$ cat config.mk
export PLATFORM = sky130hd
export DESIGN_NAME = ram_bist_ctrl
export DESIGN_NICKNAME = d
export VERILOG_FILES = /design/src/rtl/ram_bist_ctrl.sv
export SDC_FILE = /design/constraint.sdc
export NUM_CORES = 1
export LEC_CHECK = 0
export CAP_MARGIN = 30
export CORE_ASPECT_RATIO = 0.8
export CORE_UTILIZATION = 48
export DETAILED_ROUTE_END_ITERATION = 6
export GPL_TIMING_DRIVEN = 0
export PLACE_DENSITY_LB_ADDON = 0.25
export SLEW_MARGIN = 40
export SYNTH_ARGS = -nofsm -noshare
export SYNTH_HDL_FRONTEND = slang
export SYNTH_SLANG_ARGS = --single-unit
$ cat constraint.sdc
create_clock -name clk -period 2.5 [get_ports clk]
set_input_delay 0.5 -clock clk [delete_from_list [all_inputs] [get_ports clk]]
set_output_delay 0.5 -clock clk [all_outputs]
set_load 0.02 [all_outputs]
$ cat src/rtl/ram_bist_ctrl.sv
// Single-pass RAM BIST sequencer: writes an incrementing pattern from a seed,
// reads it back and counts mismatches against the same pattern.
module ram_bist_ctrl #(
  parameter int ADDR_W = 4,
  parameter int DATA_W = 8
) (
  input  logic              clk,
  input  logic              n_rst,
  input  logic              start,
  input  logic [DATA_W-1:0] seed,
  output logic              wr_en,
  output logic [ADDR_W-1:0] wr_addr,
  output logic [DATA_W-1:0] wr_data,
  output logic              rd_en,
  output logic [ADDR_W-1:0] rd_addr,
  input  logic [DATA_W-1:0] rd_data,
  output logic              busy,
  output logic              done,
  output logic              err,
  output logic [ADDR_W:0]   err_cnt
);

  localparam logic [2:0] IDLE  = 3'd0;
  localparam logic [2:0] WRITE = 3'd1;
  localparam logic [2:0] READ  = 3'd2;
  localparam logic [2:0] DRAIN = 3'd3;
  localparam logic [2:0] DONE  = 3'd4;

  localparam logic [ADDR_W-1:0] ADDR_MAX = {ADDR_W{1'b1}};
  localparam logic [ADDR_W-1:0] ADDR_ONE = {{(ADDR_W-1){1'b0}}, 1'b1};
  localparam logic [ADDR_W:0]   CNT_ONE  = {{ADDR_W{1'b0}}, 1'b1};
  localparam logic [ADDR_W:0]   CNT_MAX  = {1'b1, {ADDR_W{1'b0}}};

  logic [2:0]        state;
  logic [ADDR_W-1:0] addr;
  logic [DATA_W-1:0] seed_q;
  logic [DATA_W-1:0] addr_ext;
  logic [DATA_W-1:0] pattern;
  logic              chk_v;
  logic [DATA_W-1:0] chk_exp;
  logic              mismatch;

  assign addr_ext = DATA_W'(addr);
  assign pattern  = seed_q + addr_ext;

  // Read data returns one cycle after rd_en, so the expected value rides one stage behind.
  assign mismatch = chk_v && (rd_data != chk_exp);

  always_ff @(posedge clk or negedge n_rst) begin
    if (!n_rst) begin
      state   <= IDLE;
      addr    <= '0;
      seed_q  <= '0;
      chk_v   <= 1'b0;
      chk_exp <= '0;
      err     <= 1'b0;
      err_cnt <= '0;
    end else begin
      chk_v   <= (state == READ);
      chk_exp <= pattern;
      if (mismatch) begin
        err <= 1'b1;
        if (err_cnt != CNT_MAX) err_cnt <= err_cnt + CNT_ONE;
      end
      case (state)
        IDLE: begin
          if (start) begin
            seed_q  <= seed;
            err     <= 1'b0;
            err_cnt <= '0;
            addr    <= '0;
            state   <= WRITE;
          end
        end
        WRITE: begin
          addr <= addr + ADDR_ONE;
          if (addr == ADDR_MAX) state <= READ;
        end
        READ: begin
          addr <= addr + ADDR_ONE;
          if (addr == ADDR_MAX) state <= DRAIN;
        end
        DRAIN:   state <= DONE;
        DONE:    state <= IDLE;
        default: state <= IDLE;
      endcase
    end
  end

  // Outputs decode directly from registered state so a reset clears them at once.
  assign wr_en   = (state == WRITE);
  assign wr_addr = addr;
  assign wr_data = pattern;
  assign rd_en   = (state == READ);
  assign rd_addr = addr;
  assign busy    = (state != IDLE);
  assign done    = (state == DONE);

endmodule

==> impl_metrics.yaml, run 1 <==
job:
  drv_cap: 0
critical_path:
  crit_type: "register to output pin"
  timing.critical_path.from_type: "register"
  cp_cell_sequence: "ha_4, inv_2, fa_2, nor2b_2, o21ai_2, a21oi_2, xor2_1, buf_4"
  rr_endpoint: "chk_exp[6]"
  reg2reg_slack_ns: 0.88
  cp.required_ns: 2.00
  path_max_fanout: 2
  worst_r2r_path_depth: 7
  critPathMaxStageDelay_ns: 0.38
  critPathArrivalTime_ns: 1.99
  rr_startpoint: "rd_addr[0]"
  cpMaxStageDelayCell: "dfrtp_2"
  critPathCaptureType: "output pin"
power:
  vdd_drop_max_uv: 784
  cellLeakagePower_nw: 1.05
  cellPowerDensity_mw_per_mm2: 1400
outcome:
  status: "finished clean"
layout:
  n_antenna_cell: 0
  nNetsFinal: 246
  fin_cells: 262
  fillers: 268
  drive_gt1_frac: 0.232
  synthToLayoutAreaGrowth_pct: 37.8
timing:
  finClkSkew_ns: 0.00843
  rsz0062_at_grt: "true"
  slew_headroom: 0.551
  slew_viol_final: 0
  tns_ns: 0
  setup_violations: 0
  worstMarginPinSlew_ns: 0.674
  final-hold-violation-count: 0
  max_freq_mhz: 401
  fin_crit_sh: 0.997
  finalCriticalPeriod_ns: 2.49
detailed_routing:
  routed_wirelength_mm: 3.93
  met3_length_um: 155
  vias: 1432
  met2_length_mm: 1.90
  wl_per_cell_um: 15.0
  drc_errors: 0
  drt-initial-drc-count: 67
  drt-pass1-iter-count: 4
  vias_per_cell: 5.47
  highest_layer: "met4"
  ant_nets: 0
  drt-met1-wl_mm: 1.75
die:
  die_x_um: 69.3
  io_pins: 45
  start_util: 0.505
  die_h_um: 55.8
  die_area_mm2: 0.00387
  core_area_mm2: 0.00345
  rows: 19
synthesis:
  ys.flop_type: "dfrtp_1"
  ys_warn_count: 0
  synth_edf_count: 0
  ys_seq_area_frac: 0.432
  synthTopCellsByArea: "dfrtp_1 (43%), xor2_1 (5.5%), mux2_2 (5.2%)"
  syn_avg_cell_area_um2: 10.5
  synth.distinct_cells: 39
  synth_nets: 193
  ys_ff_latch: 30
  synth.top_cell.area_share: 0.432
  synth_top_cell_by_area: "dfrtp_1"
  syn_inst: 166
  async_flop_share: 1.00
  syn_area_mm2: 0.00174
placement:
  placed_cells: 252
  io_buffers: 44
  hpwl_mm: 2.72
  globalplace.congestion: 0.841
cts:
  clock-sinks: 30
  ctsRootBufferMaster: "clkbuf_8"
  ctsLongestPathBuffers: 2
  clk_pin_slew_ns: 0.07
  cts_buffers: 5
  clk_latency_ns: 0.29
  htree_levels: 2
  cts_tree: "yes"
grt:
  grt_antenna_before_repair: 0
  gr-total-overflow: 0
  grt_start_max_net_pins: 31
  grt_usage: 0.223
  grt_pass1_vias: 1449
  grt_pass1_wl_mm: 6.58
hold_path:
  hold_path_class: "input port to async pin"
==> repair_timing <==
| action | CTS | global route |
|---|---|---|
| resized for setup | 32 | 9 |
| hold buffers | 0 | 0 |
| endpoints found under the setup margin | 8 | 5 |
| pin swaps | 2 | 3 |
| buffers inserted | 2 | 0 |
==> area by class of cell <==
cell class              count  area [um2]  area share
multi-input cells         117         947       0.395
flip-flops and latches     30         756       0.315
repair buffers             46         427       0.178
clock buffers               8         110      0.0460
plain buffers               9        66.3      0.0277
well taps                  42        52.6      0.0219
inverters                  10        37.5      0.0157
==> state kept, by name (all words and copies together), names as in the netlist <==
name,cells
err_cnt,5
seed_q,8
state,3
chk_exp,8
chk_v,1
rd_addr,4
err,1
==> worst max-delay path, delay by kind of cell (launching register included) <==
kind | cells | cell delay [ns]
AO/OA/AOI/OAI | 2 | 0.24
flip-flops | 1 | 0.38
adder cells (fa/ha/maj) | 2 | 0.52
XOR/XNOR | 1 | 0.20
buffers and inverters | 2 | 0.21
AND/OR/NAND/NOR | 1 | 0.16
==> where the power goes <==
part | internal [mW] | switching [mW] | total, mW
Sequential | 0.703 | 0.206 | 0.908
Clock | 0.278 | 0.188 | 0.466
Combinational | 0.925 | 1.05 | 1.97
Total | 1.91 | 1.44 | 3.34
==> cell usage after synthesis (2+ instances only) <==
master and instances:
nand4_1 3, nor3_1 5, nand2b_1 6, o21ai_0 4
mux2_2 8, dfrtp_1 30, nor4_4 2, inv_1 10
ha_1 7, xor2_1 11, nand2_1 17, xnor2_1 2
and2_1 2, nor2b_1 4, nor2_1 3, buf_4 6
a21o_1 2, mux2i_1 6, nand3_1 5, a21oi_1 13
a221oi_1 2
==> kinds of logic (layout without fill, tap and decap cells) <==
family	Yosys count	count (layout)	share of synthesized area
AO/OA/AOI/OAI	27	27	0.0957
flip-flops	30	30	0.432
adder cells (fa/ha/maj)	8	8	0.0619
XOR/XNOR	13	13	0.0655
multiplexers	15	15	0.0950
buffers and inverters	19	73	0.0590
AND/OR/NAND/NOR	54	54	0.191
==> through the flow <==
stage          area [um2]  setup slack (ns)  hold slack (ns)  total power, mW   util
4_1_cts              2370          0.000728            0.264             3.25  0.687
3_3_place_gp         2230            -0.476            0.479             2.73  0.648
5_1_grt              2400            -0.113            0.297             3.57  0.695
6_report             2400           0.00868            0.241             3.34  0.695
2_1_floorplan        1740            0.0179            0.204             2.05      -
3_5_place_dp         2230            -0.523            0.486             2.79  0.646
==> cell usage in the layout (no fill, tap or decap), drive strengths merged, types with 2 or more instances in the layout <==
| cell type | instances |
|---|---|
| nand2b | 6 |
| and2 | 2 |
| mux2 | 9 |
| nand2 | 18 |
| buf | 15 |
| xnor2 | 2 |
| clkbuf | 10 |
| nor2b | 4 |
| mux2i | 6 |
| ha | 7 |
| nor3 | 6 |
| nand3 | 5 |
| inv | 10 |
| dfrtp | 30 |
| dlygate4sd2 | 3 |
| nand4 | 3 |
| nor2 | 3 |
| nor4 | 2 |
| a21o | 2 |
| a21oi | 13 |
| o21ai | 4 |
| xor2 | 11 |
| a221oi | 2 |
| clkdlybuf4s50 | 35 |
==> per-layer routing <==
layer,global-route usage,vias up
met3,0.0435,13
met2,0.348,49
li1,-,677
met4,0.134,0
met5,0,-
met1,0.288,693
==> how the worst max path moves through the flow <==
stage          startpoint    endpoint  slack (ns)  depth (start not counted)
3_3_place_gp   rd_addr[0]  wr_data[6]       -0.48                          8
4_1_cts         seed_q[0]  wr_data[6]      0.0007                          8
3_5_place_dp   rd_addr[0]  wr_data[6]       -0.52                          8
2_1_floorplan  rd_addr[0]  wr_data[6]        0.02                          7
6_report       rd_addr[0]  wr_data[6]       0.009                          8
5_1_grt         seed_q[0]  wr_data[6]       -0.11                          8
No activity file was read; power rests on OpenSTA's default activity.
==> run 2, diff against run 1 <==
- CORE_MARGIN: not set -> 3
- SLEW_MARGIN: 40 -> not set
==> run 2 against run 1 <==
The flow now finishes with violations (negative setup slack); sequential share of layout area shrank 1.1 points; via count grew 3.3%; highest routed layer unchanged; clock-buffer cell count is the same; critical path depth unchanged; setup slack lost 0.017 ns; largest cell class unchanged; cell count is 1.1% higher; core utilization up 6.6 points; worst hold slack better by 0.25 ns; first-iteration DRC count grew 85%; total power rose by 4.7%; sequential cell count stayed put; global-route usage grew 0.45 points.
==> impl_metrics.yaml, run 2 (synthesized netlist as in run 1, its figures left out) <==
timing:
  worstMarginPinSlew_ns: 0.683
  tns_ns: -0.00825
  slew_headroom: 0.543
  final-hold-violation-count: 0
  finClkSkew_ns: 0.00347
  finalCriticalPeriod_ns: 2.51
  max_freq_mhz: 399
  fin_crit_sh: 1.00
  rsz0062_at_grt: "true"
  whs_ns: 0.495
  setup_violations: 1
  setup_ws_ns: -0.00825
  slew_viol_final: 0
die:
  die_area_mm2: 0.00439
  die_x_um: 73.3
  io_pins: 45
  die_h_um: 59.8
  start_util: 0.533
  rows: 18
  core_area_mm2: 0.00327
grt:
  grt_start_max_net_pins: 20
  grt_usage: 0.227
  gr-total-overflow: 0
  grt_antenna_before_repair: 0
  grt_pass1_wl_mm: 7.36
  grt-busiest-layer: "met2"
  met1_usage: 0.298
  met2_usage: 0.364
  globalRouteMet3Util: 0.0605
  grt_pass1_vias: 1505
cts:
  ctsRootBufferMaster: "clkbuf_8"
  clk_pin_slew_ns: 0.06
  clk_latency_ns: 0.29
  htree_levels: 2
  hold_buffers: 0
  clock-sinks: 30
  cts_buffers: 5
  cts_tree: "yes"
  ctsLongestPathBuffers: 2
layout:
  nNetsFinal: 251
  reg.largest.list: "chk_exp: 8 flops, seed_q: 8 flops, err_cnt: 5 flops"
  synthToLayoutAreaGrowth_pct: 42.9
  mostFrequentLayoutCells: "clkdlybuf4s50_1 (36), dfrtp_1 (26), nand2_1 (16), buf_4 (14), a21oi_1 (11)"
  fillers: 216
  drive_gt1_frac: 0.262
  n_antenna_cell: 0
  layout_commonest_cell: "clkdlybuf4s50_1"
outcome:
  violations: "negative setup slack"
  status: "complete, but fails checks"
placement:
  io_buffers: 44
  globalplace.congestion: 0.862
  hpwl_mm: 3.06
hold_path:
  worstHoldStart: "err"
  holdPathStages: 1
  hold_path_end: "err"
  hold_path_class: "register to register"
critical_path:
  cp.required_ns: 2.00
  rr_startpoint: "seed_q[0]"
  critPathCaptureType: "output pin"
  rr_endpoint: "chk_exp[6]"
  timing.critical_path.from_type: "register"
  critPathArrivalTime_ns: 2.01
  crit_type: "register to output pin"
  cpMaxStageDelayCell: "dfrtp_1"
  cp_cell_sequence: "ha_4, inv_2, fa_2, nor2b_2, o21ai_2, a21oi_2, xor2_2, buf_6"
  path_max_fanout: 2
  worst_r2r_path_depth: 7
  reg2reg_slack_ns: 0.83
  critPathMaxStageDelay_ns: 0.39
detailed_routing:
  drt-pass1-iter-count: 4
  drc_errors: 0
  ant_nets: 0
  vias_per_cell: 5.58
  vias: 1479
  wl_per_cell_um: 16.8
  drt-initial-drc-count: 124
  routed_wirelength_mm: 4.45
power:
  cellLeakagePower_nw: 1.09
  cellPowerDensity_mw_per_mm2: 1410
  vdd_drop_max_uv: 858
job:
  drv_cap: 0
[run 2: repair_timing]
item	CTS	global route
pin swaps	4	5
resized for setup	36	14
endpoints found under the hold margin	0	0
buffers inserted	4	2
setup endpoints to repair	8	7
[run 2: metrics by stage]
stage          cell area [um2]  utilization  instances  setup WS (ns)  power, mW
6_report                  2480        0.761        265       -0.00825       3.50
5_1_grt                   2480        0.761        265        -0.0598       3.74
4_1_cts                   2430        0.743        263        -0.0932       3.37
3_5_place_dp              2260        0.691        251         -0.557       2.82
3_3_place_gp              2230        0.683        250         -0.474       2.75
2_1_floorplan             1740            -        166         0.0179       2.05
[run 2: how the worst max path moves through the flow]
stage / startpoint / endpoint / depth (start not counted)
6_report: seed_q[0] / wr_data[6] / 8
3_5_place_dp: rd_addr[0] / wr_data[6] / 8
3_3_place_gp: rd_addr[0] / wr_data[6] / 8
4_1_cts: seed_q[0] / wr_data[6] / 8
5_1_grt: seed_q[0] / wr_data[6] / 8
2_1_floorplan: rd_addr[0] / wr_data[6] / 7
[run 2: power breakdown]
group | leakage (nW) | switching (mW) | internal, mW
registers | 0.368 | 0.213 | 0.703
logic | 0.666 | 1.11 | 1.01
clock network | 0.0575 | 0.185 | 0.278
[run 2: layout make-up]
class	count	area (um2)	area share
plain buffers	9	68.8	0.0277
clock buffers	8	110	0.0443
inverters	10	37.5	0.0151
multi-input cells	117	961	0.387
flip-flops and latches	30	756	0.304
well taps	40	50.0	0.0201
repair buffers	51	502	0.202
[run 2: metal layers]
layer  part of all wire  vias up
met5                  0        -
met4              0.019        0
met3              0.092        9
met2               0.47       73
met1               0.42      710
li1                   -      687
[run 2: critical path: cells and delay by family (launching register included)]
| family | cells | cell delay [ns] |
|---|---|---|
| AOI/OAI and AO/OA | 2 | 0.28 |
| xor gates and xnor gates | 1 | 0.20 |
| adders and majority gates | 2 | 0.53 |
| buffers and inverters | 2 | 0.18 |
| DFF | 1 | 0.39 |
| and+or+nand+nor | 1 | 0.14 |
